--- src/rtl/fir_coef_pkg.sv ---
// rtl/fir_coef_pkg.sv - shared types and frame sizing for the FIR coefficient loader
// FIR_COEF_CHECKSUM_EN adds a trailing checksum word to every frame.
package fir_coef_pkg;

  typedef enum logic [1:0] {IDLE, LOAD, PEND, DRAIN} loader_state_t;
  typedef enum logic [1:0] {ERR_NONE, ERR_SHORT, ERR_LONG, ERR_CSUM} coef_err_t;

  function automatic int frame_len(input int n_taps);
`ifdef FIR_COEF_CHECKSUM_EN
    return n_taps + 1;
`else
    return n_taps;
`endif
  endfunction

endpackage

--- src/rtl/fir_coef_bank.sv ---
// rtl/fir_coef_bank.sv - shadow coefficient bank with single-cycle copy into the active bank
// Reset clears both banks so a half-written shadow never reaches the filter.
module fir_coef_bank
  import fir_coef_pkg::*;
#(
  parameter int N_TAPS     = 8,
  parameter int COEF_WIDTH = 16
) (
  input  logic                         i_clk,
  input  logic                         i_rst,
  input  logic                         i_we,
  input  logic [$clog2(N_TAPS)-1:0]    i_addr,
  input  logic [COEF_WIDTH-1:0]        i_data,
  input  logic                         i_commit,
  output logic [N_TAPS*COEF_WIDTH-1:0] o_coef
);

  logic [COEF_WIDTH-1:0]        r_shadow [N_TAPS];
  logic [N_TAPS*COEF_WIDTH-1:0] r_active;

  always_ff @(posedge i_clk) begin
    if (i_rst) begin
      for (int i = 0; i < N_TAPS; i++) r_shadow[i] <= '0;
      r_active <= '0;
    end else begin
      if (i_we) r_shadow[i_addr] <= i_data;
      if (i_commit) begin
        for (int i = 0; i < N_TAPS; i++) r_active[i*COEF_WIDTH +: COEF_WIDTH] <= r_shadow[i];
      end
    end
  end

  assign o_coef = r_active;

endmodule

--- src/rtl/fir_coef_loader.sv ---
// rtl/fir_coef_loader.sv - coefficient frame loader: length/checksum validation and gated bank swap
// Optional trailing-checksum support is enabled by FIR_COEF_CHECKSUM_EN.
module fir_coef_loader
  import fir_coef_pkg::*;
#(
  parameter int N_TAPS     = 8,
  parameter int COEF_WIDTH = 16
) (
  input  logic                         i_clk,
  input  logic                         i_rst,
  input  logic                         i_s_valid,
  output logic                         o_s_ready,
  input  logic [COEF_WIDTH-1:0]        i_s_data,
  input  logic                         i_s_last,
  input  logic                         i_swap_en,
  output logic [N_TAPS*COEF_WIDTH-1:0] o_coef_out,
  output logic                         o_coef_update,
  output logic                         o_busy,
  output logic                         o_err_valid,
  output logic [1:0]                   o_err_code
);

  localparam int FRAME_LEN = frame_len(N_TAPS);
  localparam int CNT_W     = $clog2(N_TAPS + 2);
  localparam int AW        = $clog2(N_TAPS);
  localparam logic [CNT_W-1:0] LAST_IDX = CNT_W'(FRAME_LEN - 1);
  localparam logic [CNT_W-1:0] TAPS_IDX = CNT_W'(N_TAPS);
  localparam logic [CNT_W-1:0] SAT_CNT  = CNT_W'(FRAME_LEN);

  loader_state_t    r_state, w_state_nxt;
  logic [CNT_W-1:0] r_count, w_count_nxt;
  logic             r_coef_update;
  logic             r_err_valid;
  coef_err_t        r_err_code;
  coef_err_t        w_err;
  logic             w_xfer;
  logic             w_we;
  logic             w_commit;
  logic             w_csum_ok;

  assign o_s_ready = (r_state != PEND);
  assign w_xfer    = i_s_valid & o_s_ready;
  // The checksum word (index N_TAPS) is compared, never stored.
  assign w_we      = w_xfer && ((r_state == IDLE) || ((r_state == LOAD) && (r_count < TAPS_IDX)));

`ifdef FIR_COEF_CHECKSUM_EN
  logic [COEF_WIDTH-1:0] r_sum;

  always_ff @(posedge i_clk) begin
    if (i_rst) begin
      r_sum <= '0;
    end else if (w_xfer && (r_state == IDLE)) begin
      r_sum <= i_s_data;
    end else if (w_we) begin
      r_sum <= r_sum + i_s_data;
    end
  end

  assign w_csum_ok = (i_s_data == r_sum);
`else
  assign w_csum_ok = 1'b1;
`endif

  always_comb begin
    w_state_nxt = r_state;
    w_count_nxt = r_count;
    w_commit    = 1'b0;
    w_err       = ERR_NONE;
    unique case (r_state)
      IDLE: begin
        if (w_xfer) begin
          if (i_s_last) begin
            w_err = ERR_SHORT;
          end else begin
            w_state_nxt = LOAD;
            w_count_nxt = CNT_W'(1);
          end
        end
      end
      LOAD: begin
        if (w_xfer) begin
          if (r_count == LAST_IDX) begin
            if (!i_s_last) begin
              w_state_nxt = DRAIN;
              w_count_nxt = SAT_CNT;
            end else if (w_csum_ok) begin
              w_state_nxt = PEND;
              w_count_nxt = '0;
            end else begin
              w_err       = ERR_CSUM;
              w_state_nxt = IDLE;
              w_count_nxt = '0;
            end
          end else if (i_s_last) begin
            w_err       = ERR_SHORT;
            w_state_nxt = IDLE;
            w_count_nxt = '0;
          end else begin
            w_count_nxt = r_count + 1'b1;
          end
        end
      end
      PEND: begin
        if (i_swap_en) begin
          w_commit    = 1'b1;
          w_state_nxt = IDLE;
          w_count_nxt = '0;
        end
      end
      DRAIN: begin
        if (w_xfer && i_s_last) begin
          w_err       = ERR_LONG;
          w_state_nxt = IDLE;
          w_count_nxt = '0;
        end
      end
      default: begin
        w_state_nxt = IDLE;
        w_count_nxt = '0;
      end
    endcase
  end

  always_ff @(posedge i_clk) begin
    if (i_rst) begin
      r_state       <= IDLE;
      r_count       <= '0;
      r_coef_update <= 1'b0;
      r_err_valid   <= 1'b0;
      r_err_code    <= ERR_NONE;
    end else begin
      r_state       <= w_state_nxt;
      r_count       <= w_count_nxt;
      r_coef_update <= w_commit;
      r_err_valid   <= (w_err != ERR_NONE);
      if (w_err != ERR_NONE) r_err_code <= w_err;
    end
  end

  fir_coef_bank #(
    .N_TAPS     (N_TAPS),
    .COEF_WIDTH (COEF_WIDTH)
  ) u_bank (
    .i_clk    (i_clk),
    .i_rst    (i_rst),
    .i_we     (w_we),
    .i_addr   (r_count[AW-1:0]),
    .i_data   (i_s_data),
    .i_commit (w_commit),
    .o_coef   (o_coef_out)
  );

  assign o_coef_update = r_coef_update;
  assign o_busy        = (r_state != IDLE);
  assign o_err_valid   = r_err_valid;
  assign o_err_code    = r_err_code;

endmodule

--- config.mk ---
export PLATFORM = sky130hd
export DESIGN_NAME = fir_coef_loader
export DESIGN_NICKNAME = d
export VERILOG_FILES = /design/src/rtl/fir_coef_pkg.sv /design/src/rtl/fir_coef_bank.sv /design/src/rtl/fir_coef_loader.sv
export SDC_FILE = /design/constraint.sdc
export NUM_CORES = 1
export LEC_CHECK = 0
export CAP_MARGIN = 15
export CORE_AREA = 2 2 150 152
export CTS_CLUSTER_SIZE = 8
export DETAILED_ROUTE_END_ITERATION = 10
export DIE_AREA = 0 0 152 154
export GPL_TIMING_DRIVEN = 1
export PLACE_DENSITY = 0.68
export SLEW_MARGIN = 0
export SYNTH_ARGS = -nofsm -noshare
export SYNTH_HDL_FRONTEND = slang
export SYNTH_SLANG_ARGS = --single-unit
export TNS_END_PERCENT = 30
--- constraint.sdc ---
create_clock -name i_clk -period 3 [get_ports i_clk]
set_input_delay 0.45 -clock i_clk [delete_from_list [all_inputs] [get_ports i_clk]]
set_output_delay 0.45 -clock i_clk [all_outputs]
set_load 0.05 [all_outputs]
==> results of run 1 <==
## report_power, final
group | internal [mW] | switching (mW)
clock network | 2.53 | 1.48
registers | 3.88 | 0.0269
logic | 0.0548 | 0.150
## per-stage QoR
stage / cells / hold WS (ps)
global route: 1365 / 229
detailed placement: 1295 / 448
finish: 1366 / 224
CTS: 1365 / 206
global placement: 1295 / 444
floorplan: 902 / 471
## registers in the layout, summed over array words and instances (netlist names)
| signal | cells |
|---|---|
| r_state | 2 |
| o_coef_update | 1 |
| o_err_code | 2 |
| u_bank.r_shadow | 128 |
| o_err_valid | 1 |
| o_coef_out | 128 |
| r_count | 4 |
## how the worst max path moves through the flow
stage                     from                endpoint  slack, ps  depth (start not counted)
floorplan           r_state[1]   u_bank.r_shadow[3][0]       1290                          5
global placement     i_s_valid  u_bank.r_shadow[1][14]        650                          5
detailed placement   i_s_valid   u_bank.r_shadow[3][7]        640                          5
CTS                 r_state[1]                  o_busy        510                          2
global route        r_state[1]                  o_busy        450                          2
finish              r_state[1]                  o_busy        540                          2
## area by class of cell
class / instances / area [sq um] / share of cell area, %
flip-flops and latches: 266 / 6610 / 52.4
multi-input cells: 579 / 2830 / 22.5
repair buffers: 168 / 1670 / 13.2
clock buffers: 69 / 1130 / 8.97
well taps: 280 / 350 / 2.78
clock inverters: 1 / 8.76 / 0.0695
inverters: 2 / 7.51 / 0.0595
diodes: 1 / 2.50 / 0.0198
## metal layers
metal | part of all wire, % | wire (microns)
met1 | 45 | 10500
met2 | 45 | 10400
met3 | 7.9 | 1830
met4 | 2.4 | 553
met5 | 0 | 0
## synth_stat cells, types with 2 or more instances
cell type	number	area, sq um
and2_1	128	801
nand3_1	3	15.0
dfxtp_1	138	2760
o21ai_0	3	15.0
nand2_1	261	980
a221oi_1	2	17.5
a21oi_1	133	666
clkbuf_2	2	10.0
buf_1	2	7.51
clkbuf_1	42	158
nand2b_1	5	31.3
edfxtp_1	128	3840
nor2_1	11	41.3
and3b_1	2	17.5
nor3_2	2	20.0
inv_1	2	7.51
buf_2	7	35.0
or2_2	9	56.3
nand3b_1	2	15.0
and2b_1	2	15.0
## logic make-up (layout without fill, tap and decap cells)
logic type      count (synthesis)  after routing  synth area share [%]
simple gates                  437            437                  21.7
flops                         266            266                  68.3
compound gates                140            140                  7.37
buf+inv                        57            240                  2.44
fa+ha+maj                       1              1                 0.129
mux                             1              1                 0.103
other cells                     0              1                     0
## worst reg2reg max path: cells and delay by family (launching register included)
family           cells  cell delay [ps]
and+or+nand+nor      4             1130
DFF                  1              400
==> metrics.md, run 1 <==
| Metric | Value |
|---|---|
| Clk sinks | 266 |
| Post-synthesis cell type count | 38 |
| Remaining Overflow, GRT | 0 |
| Overall Global Routing Usage | between 15 and 20% |
| Yosys warns | 0 |
| CP endpoint kind | output port |
| Pre-CTS WS | 636 ps |
| Clk Latency, worst-skew pair | 500 ps |
| Worst Clk Skew | ~14 ps |
| Root Buffer | clkbuf_16 |
| PortBufs | 154 |
| Post-synthesis sequential area ratio | about two thirds |
| WP data arrival | roughly 2000 ps |
| DRC Markers | 0 |
| Most common cell after layout, fill and taps aside | nand2_1 |
| Clock buffer count from CTS | 39 |
| Status | finished, final reports clean |
| Hold path start | i_rst |
| Fin util | around three fifths |
| Crit-path cells | or2_2 > clkdlybuf4s50_1 |
| TritonRoute pass-1 iters | 5 |
| Design area | approximately 13000 sq um |
| Min setup slack post-route | around 540 ps |
| R2r endpoint | u_bank.r_shadow[3][4] |
| Die height | roughly 150 microns |
| Min-Delay Endpoint | o_err_code[1] |
| Final HPWL DP | 13900 microns |
| IO Pins | roughly 160 |
| Rows | 54 |
| IR drop worst, VDD | 0.000444 V |
| WP data required | between 2000 and 3000 ps |
| Final nets | 1078 |
| Post-CTS Setup Inserts | 0 |
| Core Footprint | around 22000 sq um |
| Fin Setup TNS | 0 ps |
| Setup Viol. Count Final | 0 |
| Final hold vios | 0 |
| Hold Path Cell Cnt | 2 |
| Post-route ant nets | 0 |
| FF-to-FF path depth | 4 |
| Bufs on Longest Clock Path | 3 |
| Critical Path Source Type | flip-flop |
| Number of max-cap violations | 0 |
| Fraction of registers with async set/reset | 0% |
| WP buf/inv | 1 |
| Number of DRC markers in iteration 0 | 470 |
| Cts hold-fix bufs | 0 |
| Pwr/cell area | 644 nW/um^2 |
| CTS resizes | 0 |
| Wire per inst | between 15 and 20 microns |
| M2 GR Usage | slightly below 30% |
| Final WL | 23200 microns |
| Share of cells above drive strength 1 | between 6 and 7% |
| Worst-path maximum fanout | 12 |
| Grt peak-use layer | met2 |
| Static leakage | roughly 4.4 nW |
| First-pass GRT wire length | about 36000 microns |
| Vias in the first global route | 6687 |
| FF+latch count, synth | ~270 |
| Syn Nets | about 900 |
| Via count | ~7000 |
| Htree depth | 2 |
| Total power draw | roughly 8 mW |
| RSZ-0062 raised after global routing | no |
| Tcrit/Tclk final | between 80% and 90% |
| Critical path class | reg -> out |
| Largest delay share family, worst path | buffers and inverters |
| Fillcell total | ~1800 |
| Fin. max-slew vios | 0 |
| Die ar. | approximately 23000 sq um |
| FF-to-FF setup slack | approximately 1100 ps |
| Slew HR | 53.4% |
| Cell Area, Synth | slightly below 10000 sq um |
| Initial Utilization | 44.6% |
| Hold Crit Class | in -> reg |
| Fmax | a little over 400 MHz |
| CTS tree | built |
| Die Wd | between 150 and 200 microns |
| Slew @ Worst Pin | about 700 ps |
| Drt via density | between 5 and 6 |
| Slowest CP cell | clkdlybuf4s50_1 |
| Dominant synthesized flop cell | dfxtp_1 |
| Post-Synthesis Cells | between 900 and 1000 |
| Met1 usage | between 20% and 30% |
| Period minus WS final | 2460 ps |
| Area grow syn2layout | 30.4% |
| EDFF count, synth | ~130 |
| GPL Wtd Cong | about 0.75 |
| Initial antenna violation count | 3 |
| Met3 Use GR | 4.14% |
| FF-to-FF Start | r_state[1] |
| Slowest stage delay, CP | roughly 800 ps |
| Most frequent cells in the layout | nand2_1 (261), clkdlybuf4s50_1 (153), dfxtp_1 (138) |
| Avg Inst Size Synth | between 10 and 15 sq um |
| Placed cell areas | 11500 sq um |
| Pin count of the biggest net entering global routing | between 100 and 150 |
| Worst-path clk slew | roughly 50 ps |
Note: power is estimated with default switching activity, not from simulation.
==> inputs of run 2 (changes only) <==
==> constraint.sdc (replaced) <==
create_clock -name i_clk -period 2.45 [get_ports i_clk]
set_input_delay 0.3675 -clock i_clk [delete_from_list [all_inputs] [get_ports i_clk]]
set_output_delay 0.3675 -clock i_clk [all_outputs]
set_load 0.05 [all_outputs]
==> run 2 against run 1 <==
Net effect: highest routed layer unchanged; utilization is essentially flat; final cell count did not move; critical path type unchanged; clock power increased by 20%; largest power group unchanged; global-route usage increased by 0.40 points.
==> metrics.md, run 2 (synthesized netlist as in run 1, its figures left out) <==
| Metric | Value |
|---|---|
| Tcrit/Tclk final | approximately 95% |
| Wire per inst | 17.1 microns (was 17.0 microns) |
| Min-Delay Endpoint | r_state[1] (was o_err_code[1]) |
| Drt via density | 4.98 (was 5.04) |
| Number of DRC markers in iteration 0 | 404 (was 470) |
| Fmax | about 430 MHz |
| Critical Path Source Type | flip-flop (unchanged) |
| Hold Crit Class | in -> reg (unchanged) |
| P_int | 7.79 mW (was 6.47 mW) |
| Die ar. | 23400 sq um (unchanged) |
| Htree depth | 2 (unchanged) |
| FF-to-FF path depth | 4 (unchanged) |
| PortBufs | 154 (unchanged) |
| TritonRoute pass-1 iters | 4 (was 5) |
| Final nets | 1079 (was 1078) |
| WP data arrival | 1960 ps (was 2010 ps) |
| Overall Global Routing Usage | 19.9% (was 19.5%) |
| IO Pins | 155 (unchanged) |
| Switching share of power | 20.8% (was 20.4%) |
| Number of max-cap violations | 0 (unchanged) |
| Remaining Overflow, GRT | 0 (unchanged) |
| RSZ-0062 raised after global routing | no (unchanged) |
| Slew HR | 52.4% (was 53.4%) |
| Slew @ Worst Pin | 714 ps (was 696 ps) |
| Final HPWL DP | 13900 microns (about the same) |
| Root Buffer | clkbuf_16 (unchanged) |
| Rows | 54 (unchanged) |
| Clk pwr share | 48.7% (was 49.3%) |
| Hold Path Cell Cnt | 3 (was 2) |
| Worst-path maximum fanout | 11 (was 12) |
| R2r endpoint | u_bank.r_shadow[1][10] (was u_bank.r_shadow[3][4]) |
| Share of cells above drive strength 1 | 6.73% (unchanged) |
| Seq pwr share | 48.7% (was 48.2%) |
| GPL Wtd Cong | 0.744 (was 0.746) |
| Core Footprint | 21700 sq um (unchanged) |
| Comb power frac | 2.6% (was 2.5%) |
| Area grow syn2layout | 30.4% (about the same) |
| Design area | 12600 sq um (about the same) |
| Via count | 6804 (was 6883) |
| Placed cell areas | 11500 sq um (about the same) |
| Worst hold slack | 430 ps (was 224 ps) |
| Most common cell after layout, fill and taps aside | nand2_1 (unchanged) |
| Post-CTS Setup Inserts | 0 (unchanged) |
| Initial Utilization | 44.6% (unchanged) |
| Switching power | 2.04 mW (was 1.65 mW) |
| First-pass GRT wire length | 36900 microns (was 36100 microns) |
| Pin count of the biggest net entering global routing | 147 (was 129) |
| Clk sinks | 266 (unchanged) |
| Setup Viol. Count Final | 0 (unchanged) |
| WP data required | 2080 ps (was 2550 ps) |
| Final hold vios | 0 (unchanged) |
| Static leakage | 4.39 nW (was 4.38 nW) |
| DRC Markers | 0 (unchanged) |
| CTS tree | built (unchanged) |
| Clock buffer count from CTS | 39 (unchanged) |
| Clk Latency, worst-skew pair | 500 ps (about the same) |
| CP endpoint kind | output port (unchanged) |
| Initial antenna violation count | 3 (unchanged) |
| Cts hold-fix bufs | 0 (unchanged) |
| Final WL | 23400 microns (was 23200 microns) |
| Most frequent cells in the layout | nand2_1 (261), clkdlybuf4s50_1 (152), dfxtp_1 (138) (was nand2_1 (261), clkdlybuf4s50_1 (153), dfxtp_1 (138)) |
| Dpl cells | 1296 (was 1295) |
| Worst Clk Skew | 12.9 ps (was 14.3 ps) |
| Period minus WS final | roughly 2300 ps |
| Die Wd | 152 microns (unchanged) |
| Die height | 154 microns (unchanged) |
| FF-to-FF Start | r_state[1] (unchanged) |
| Pwr/cell area | 780 nW/um^2 (was 644 nW/um^2) |
| Fin util | 58.2% (was 58.1%) |
| Vias in the first global route | 6655 (was 6687) |
| Critical path class | reg -> out (unchanged) |
| Fin Setup TNS | 0 ps (unchanged) |
| Worst Setup SP | r_state[0] (was r_state[1]) |
| IR drop worst, VDD | 0.000546 V (was 0.000444 V) |
| Post-route ant nets | 0 (unchanged) |
| Bufs on Longest Clock Path | 3 (unchanged) |
| Hold path start | i_rst (unchanged) |
| Non-Filler Instances | 1366 (unchanged) |
| Status | finished, final reports clean (unchanged) |
| Worst-path clk slew | 50 ps (about the same) |
| Fin. max-slew vios | 0 (unchanged) |
| FF-to-FF setup slack | 590 ps (was 1130 ps) |
==> run 2: timing repair <==
action / in CTS / in global routing
gates resized for setup: 0 / 1
endpoints found under the hold margin: 0 / 0
endpoints found under the setup margin: 0 / 1
==> run 2: critical path, stage by stage, from the launching register on <==
cell and delay (ps):
dfxtp_1 490, nand2b_1 170, clkdlybuf4s50_1 800
==> run 2: metal layers <==
layer	track usage, %	wire (microns)	up-vias
li1	-	-	3306
met1	27.6	10700	3240
met2	32.0	10900	228
met3	3.97	1390	30
met4	5.87	365	0
met5	0	0	-
==> run 2: final cells by class <==
cell class,instances,area (sq um)
antenna,1,2.50
clock buffer,67,1080
clock inverter,2,17.5
fill,1850,9070
inverter,2,7.51
multi-input combinational,579,2830
sequential,266,6610
tap,280,350
timing repair buffer,169,1720
==> run 2: worst max path at each step <==
| stage | endpoint | slack (ps) | cells after the start |
|---|---|---|---|
| floorplan | u_bank.r_shadow[3][0] | 740 | 5 |
| global placement | u_bank.r_shadow[3][6] | 250 | 5 |
| detailed placement | u_bank.r_shadow[1][10] | 230 | 5 |
| CTS | o_busy | 40 | 2 |
| global route | o_s_ready | 30 | 2 |
| finish | o_s_ready | 120 | 2 |
==> run 2: per-stage QoR <==
stage,worst slack [ps],power [mW]
after global placement,247,5.13
after CTS,36.7,9.92
final,125,9.84
after detailed placement,229,5.13
after floorplan,741,4.98
after global routing,30.0,10.1
==> run 2: power groups by stage <==
stage | Clock [mW] | Sequential (mW) | Combinational, mW
floorplan | 0 | 4.87 | 0.115
global placement | 0 | 4.87 | 0.252
detailed placement | 0 | 4.88 | 0.254
CTS | 4.88 | 4.79 | 0.255
global route | 5.06 | 4.79 | 0.270
finish | 4.80 | 4.79 | 0.252
==> inputs of run 3 (changes only) <==
--- a/config.mk
+++ b/config.mk
@@ -6,10 +6,10 @@
 export NUM_CORES = 1
 export LEC_CHECK = 0
 export CAP_MARGIN = 15
-export CORE_AREA = 2 2 150 152
+export CORE_AREA = 2 2 107 213
 export CTS_CLUSTER_SIZE = 8
 export DETAILED_ROUTE_END_ITERATION = 10
-export DIE_AREA = 0 0 152 154
+export DIE_AREA = 0 0 109 215
 export GPL_TIMING_DRIVEN = 1
 export PLACE_DENSITY = 0.68
 export SLEW_MARGIN = 0
==> run 3 against run 2 <==
Net effect: sequential share of layout area about the same; clock-buffer cell count decreased by 1; critical path depth unchanged; critical endpoint unchanged; final cell count decreased by 0.44%; hold slack got worse by 180 ps; first-iteration DRC count increased by 17%; largest cell class unchanged; power increased by 0.83%; highest routed layer is now met5; largest power group unchanged.
==> metrics.md, run 3 (synthesized netlist as in run 1, its figures left out) <==
| Metric | Value |
|---|---|
| Status | finished, final reports clean (unchanged) |
| WP data arrival | 1980 ps (was 1960 ps) |
| Die ar. | 23400 sq um (about the same) |
| IO Pins | 155 (unchanged) |
| Worst Clk Skew | 13.1 ps (was 12.9 ps) |
| Clk Latency, worst-skew pair | 510 ps (was 500 ps) |
| Die height | 215 microns (was 154 microns) |
| Number of DRC markers in iteration 0 | 471 (was 404) |
| Seq pwr share | 48.3% (was 48.7%) |
| P_int | 7.90 mW (was 7.79 mW) |
| Initial antenna violation count | 1 (was 3) |
| Fin Setup TNS | 0 ps (unchanged) |
| Tcrit/Tclk final | 95.6% (was 94.9%) |
| GPL Wtd Cong | 0.817 (was 0.744) |
| Clk sinks | 266 (unchanged) |
| Most frequent cells in the layout | nand2_1 (261), clkdlybuf4s50_1 (152), dfxtp_1 (138) (unchanged) |
| CP endpoint kind | output port (unchanged) |
| Final hold vios | 0 (unchanged) |
| Wire per inst | 17.3 microns (was 17.1 microns) |
| DRC Markers | 0 (unchanged) |
| Final HPWL DP | 14800 microns (was 13900 microns) |
| IR drop worst, VDD | 0.000554 V (was 0.000546 V) |
| Fin. max-slew vios | 0 (unchanged) |
| Clock buffer count from CTS | 39 (unchanged) |
| Number of max-cap violations | 0 (unchanged) |
| Fmax | 427 MHz (was 430 MHz) |
| Initial Utilization | 44.2% (was 44.6%) |
| Final WL | 23500 microns (was 23400 microns) |
| Final nets | 1080 (was 1079) |
| Most common cell after layout, fill and taps aside | nand2_1 (unchanged) |
| CTS tree | built (unchanged) |
| Via count | 6874 (was 6804) |
| Slew HR | 47.3% (was 52.4%) |
| TritonRoute pass-1 iters | 6 (was 4) |
| Htree depth | 2 (unchanged) |
| Post-route ant nets | 0 (unchanged) |
| Pin count of the biggest net entering global routing | 99 (was 147) |
| Switching power | 2.02 mW (was 2.04 mW) |
| Critical path class | reg -> out (unchanged) |
| Area grow syn2layout | 30.5% (was 30.4%) |
| Vias in the first global route | 6924 (was 6655) |
| Die Wd | 109 microns (was 152 microns) |
| RSZ-0062 raised after global routing | no (unchanged) |
| Pwr/cell area | 786 nW/um^2 (was 780 nW/um^2) |
| Worst-path maximum fanout | 11 (unchanged) |
| Bufs on Longest Clock Path | 3 (unchanged) |
| Remaining Overflow, GRT | 0 (unchanged) |
| Clk pwr share | 49.2% (was 48.7%) |
| PortBufs | 154 (unchanged) |
| Drt via density | 5.05 (was 4.98) |
| WP data required | 2080 ps (about the same) |
| Slew @ Worst Pin | 790 ps (was 714 ps) |
| Comb power frac | 2.5% (was 2.6%) |
| Hold Crit Class | in -> reg (unchanged) |
| Period minus WS final | 2340 ps (was 2330 ps) |
| First-pass GRT wire length | 36900 microns (about the same) |
| Static leakage | 4.40 nW (was 4.39 nW) |
| Switching share of power | 20.4% (was 20.8%) |
| Core Footprint | 21900 sq um (was 21700 sq um) |
| Critical Path Source Type | flip-flop (unchanged) |
| Overall Global Routing Usage | 20.6% (was 19.9%) |
| Rows | 77 (was 54) |
| Share of cells above drive strength 1 | 6.92% (was 6.73%) |
| Worst-path clk slew | 50 ps (about the same) |
| Fin util | 57.7% (was 58.2%) |
| Number of diodes | 0 (was 1) |
| Setup Viol. Count Final | 0 (unchanged) |
| Root Buffer | clkbuf_16 (unchanged) |
| Cts hold-fix bufs | 0 (unchanged) |
==> run 3: critical path, stage by stage, from the launching register on <==
cell	delay, ps
dfxtp_1	490
nand2b_1	170
clkdlybuf4s50_1	810
==> run 3: final cells by class <==
| class | count | area [sq um] |
|---|---|---|
| fill | 1851 | 9250 |
| sequential | 266 | 6610 |
| multi-input combinational | 579 | 2830 |
| timing repair buffer | 170 | 1700 |
| clock buffer | 66 | 1120 |
| tap | 276 | 345 |
| clock inverter | 1 | 8.76 |
| inverter | 2 | 7.51 |
==> run 3: final timing paths <==
check / slack, ps / startpoint / end / cells past startpoint
max: 110 / r_state[0] / o_s_ready / 2
min: 250 / i_rst / o_coef_out[91] / 2
max reg2reg: 570 / r_state[1] / u_bank.r_shadow[3][6] / 4
min reg2reg: 450 / o_coef_out[101] / o_coef_out[101] / 2
==> run 3: metrics by stage <==
stage / area [sq um] / hold slack [ps] / setup slack [ps] / power (mW) / instances
after CTS: 12600 / 238 / 11.0 / 10.0 / 1360
after detailed placement: 11500 / 448 / 239 / 5.13 / 1293
after global routing: 12600 / 264 / 12.7 / 10.2 / 1360
after floorplan: 9670 / 471 / 741 / 4.98 / 902
final: 12600 / 250 / 107 / 9.92 / 1360
after global placement: 11500 / 444 / 279 / 5.12 / 1293
==> run 3: routing by layer <==
| metal | up-vias | wire length [microns] | track usage (%) | part of all wire (%) |
|---|---|---|---|---|
| met3 | 63 | 1370 | 3.88 | 5.8 |
| met2 | 247 | 11200 | 32.4 | 48 |
| li1 | 3308 | - | - | - |
| met1 | 3254 | 9770 | 26.7 | 42 |
| met5 | - | 11 | 0 | 0.047 |
| met4 | 2 | 1130 | 10.6 | 4.8 |
==> run 3: power groups by stage <==
stage,Combinational (mW),Sequential (mW),Clock (mW)
final,0.245,4.79,4.88
after global placement,0.243,4.88,0
after detailed placement,0.247,4.88,0
after floorplan,0.115,4.87,0
after global routing,0.262,4.80,5.15
after CTS,0.246,4.79,4.97
==> run 3: repair_timing <==
action | in CTS | in global routing
setup endpoints to repair | 0 | 1
endpoints found under the hold margin | 0 | 0
setup buffers | 0 | 0
resized for setup | 0 | 1
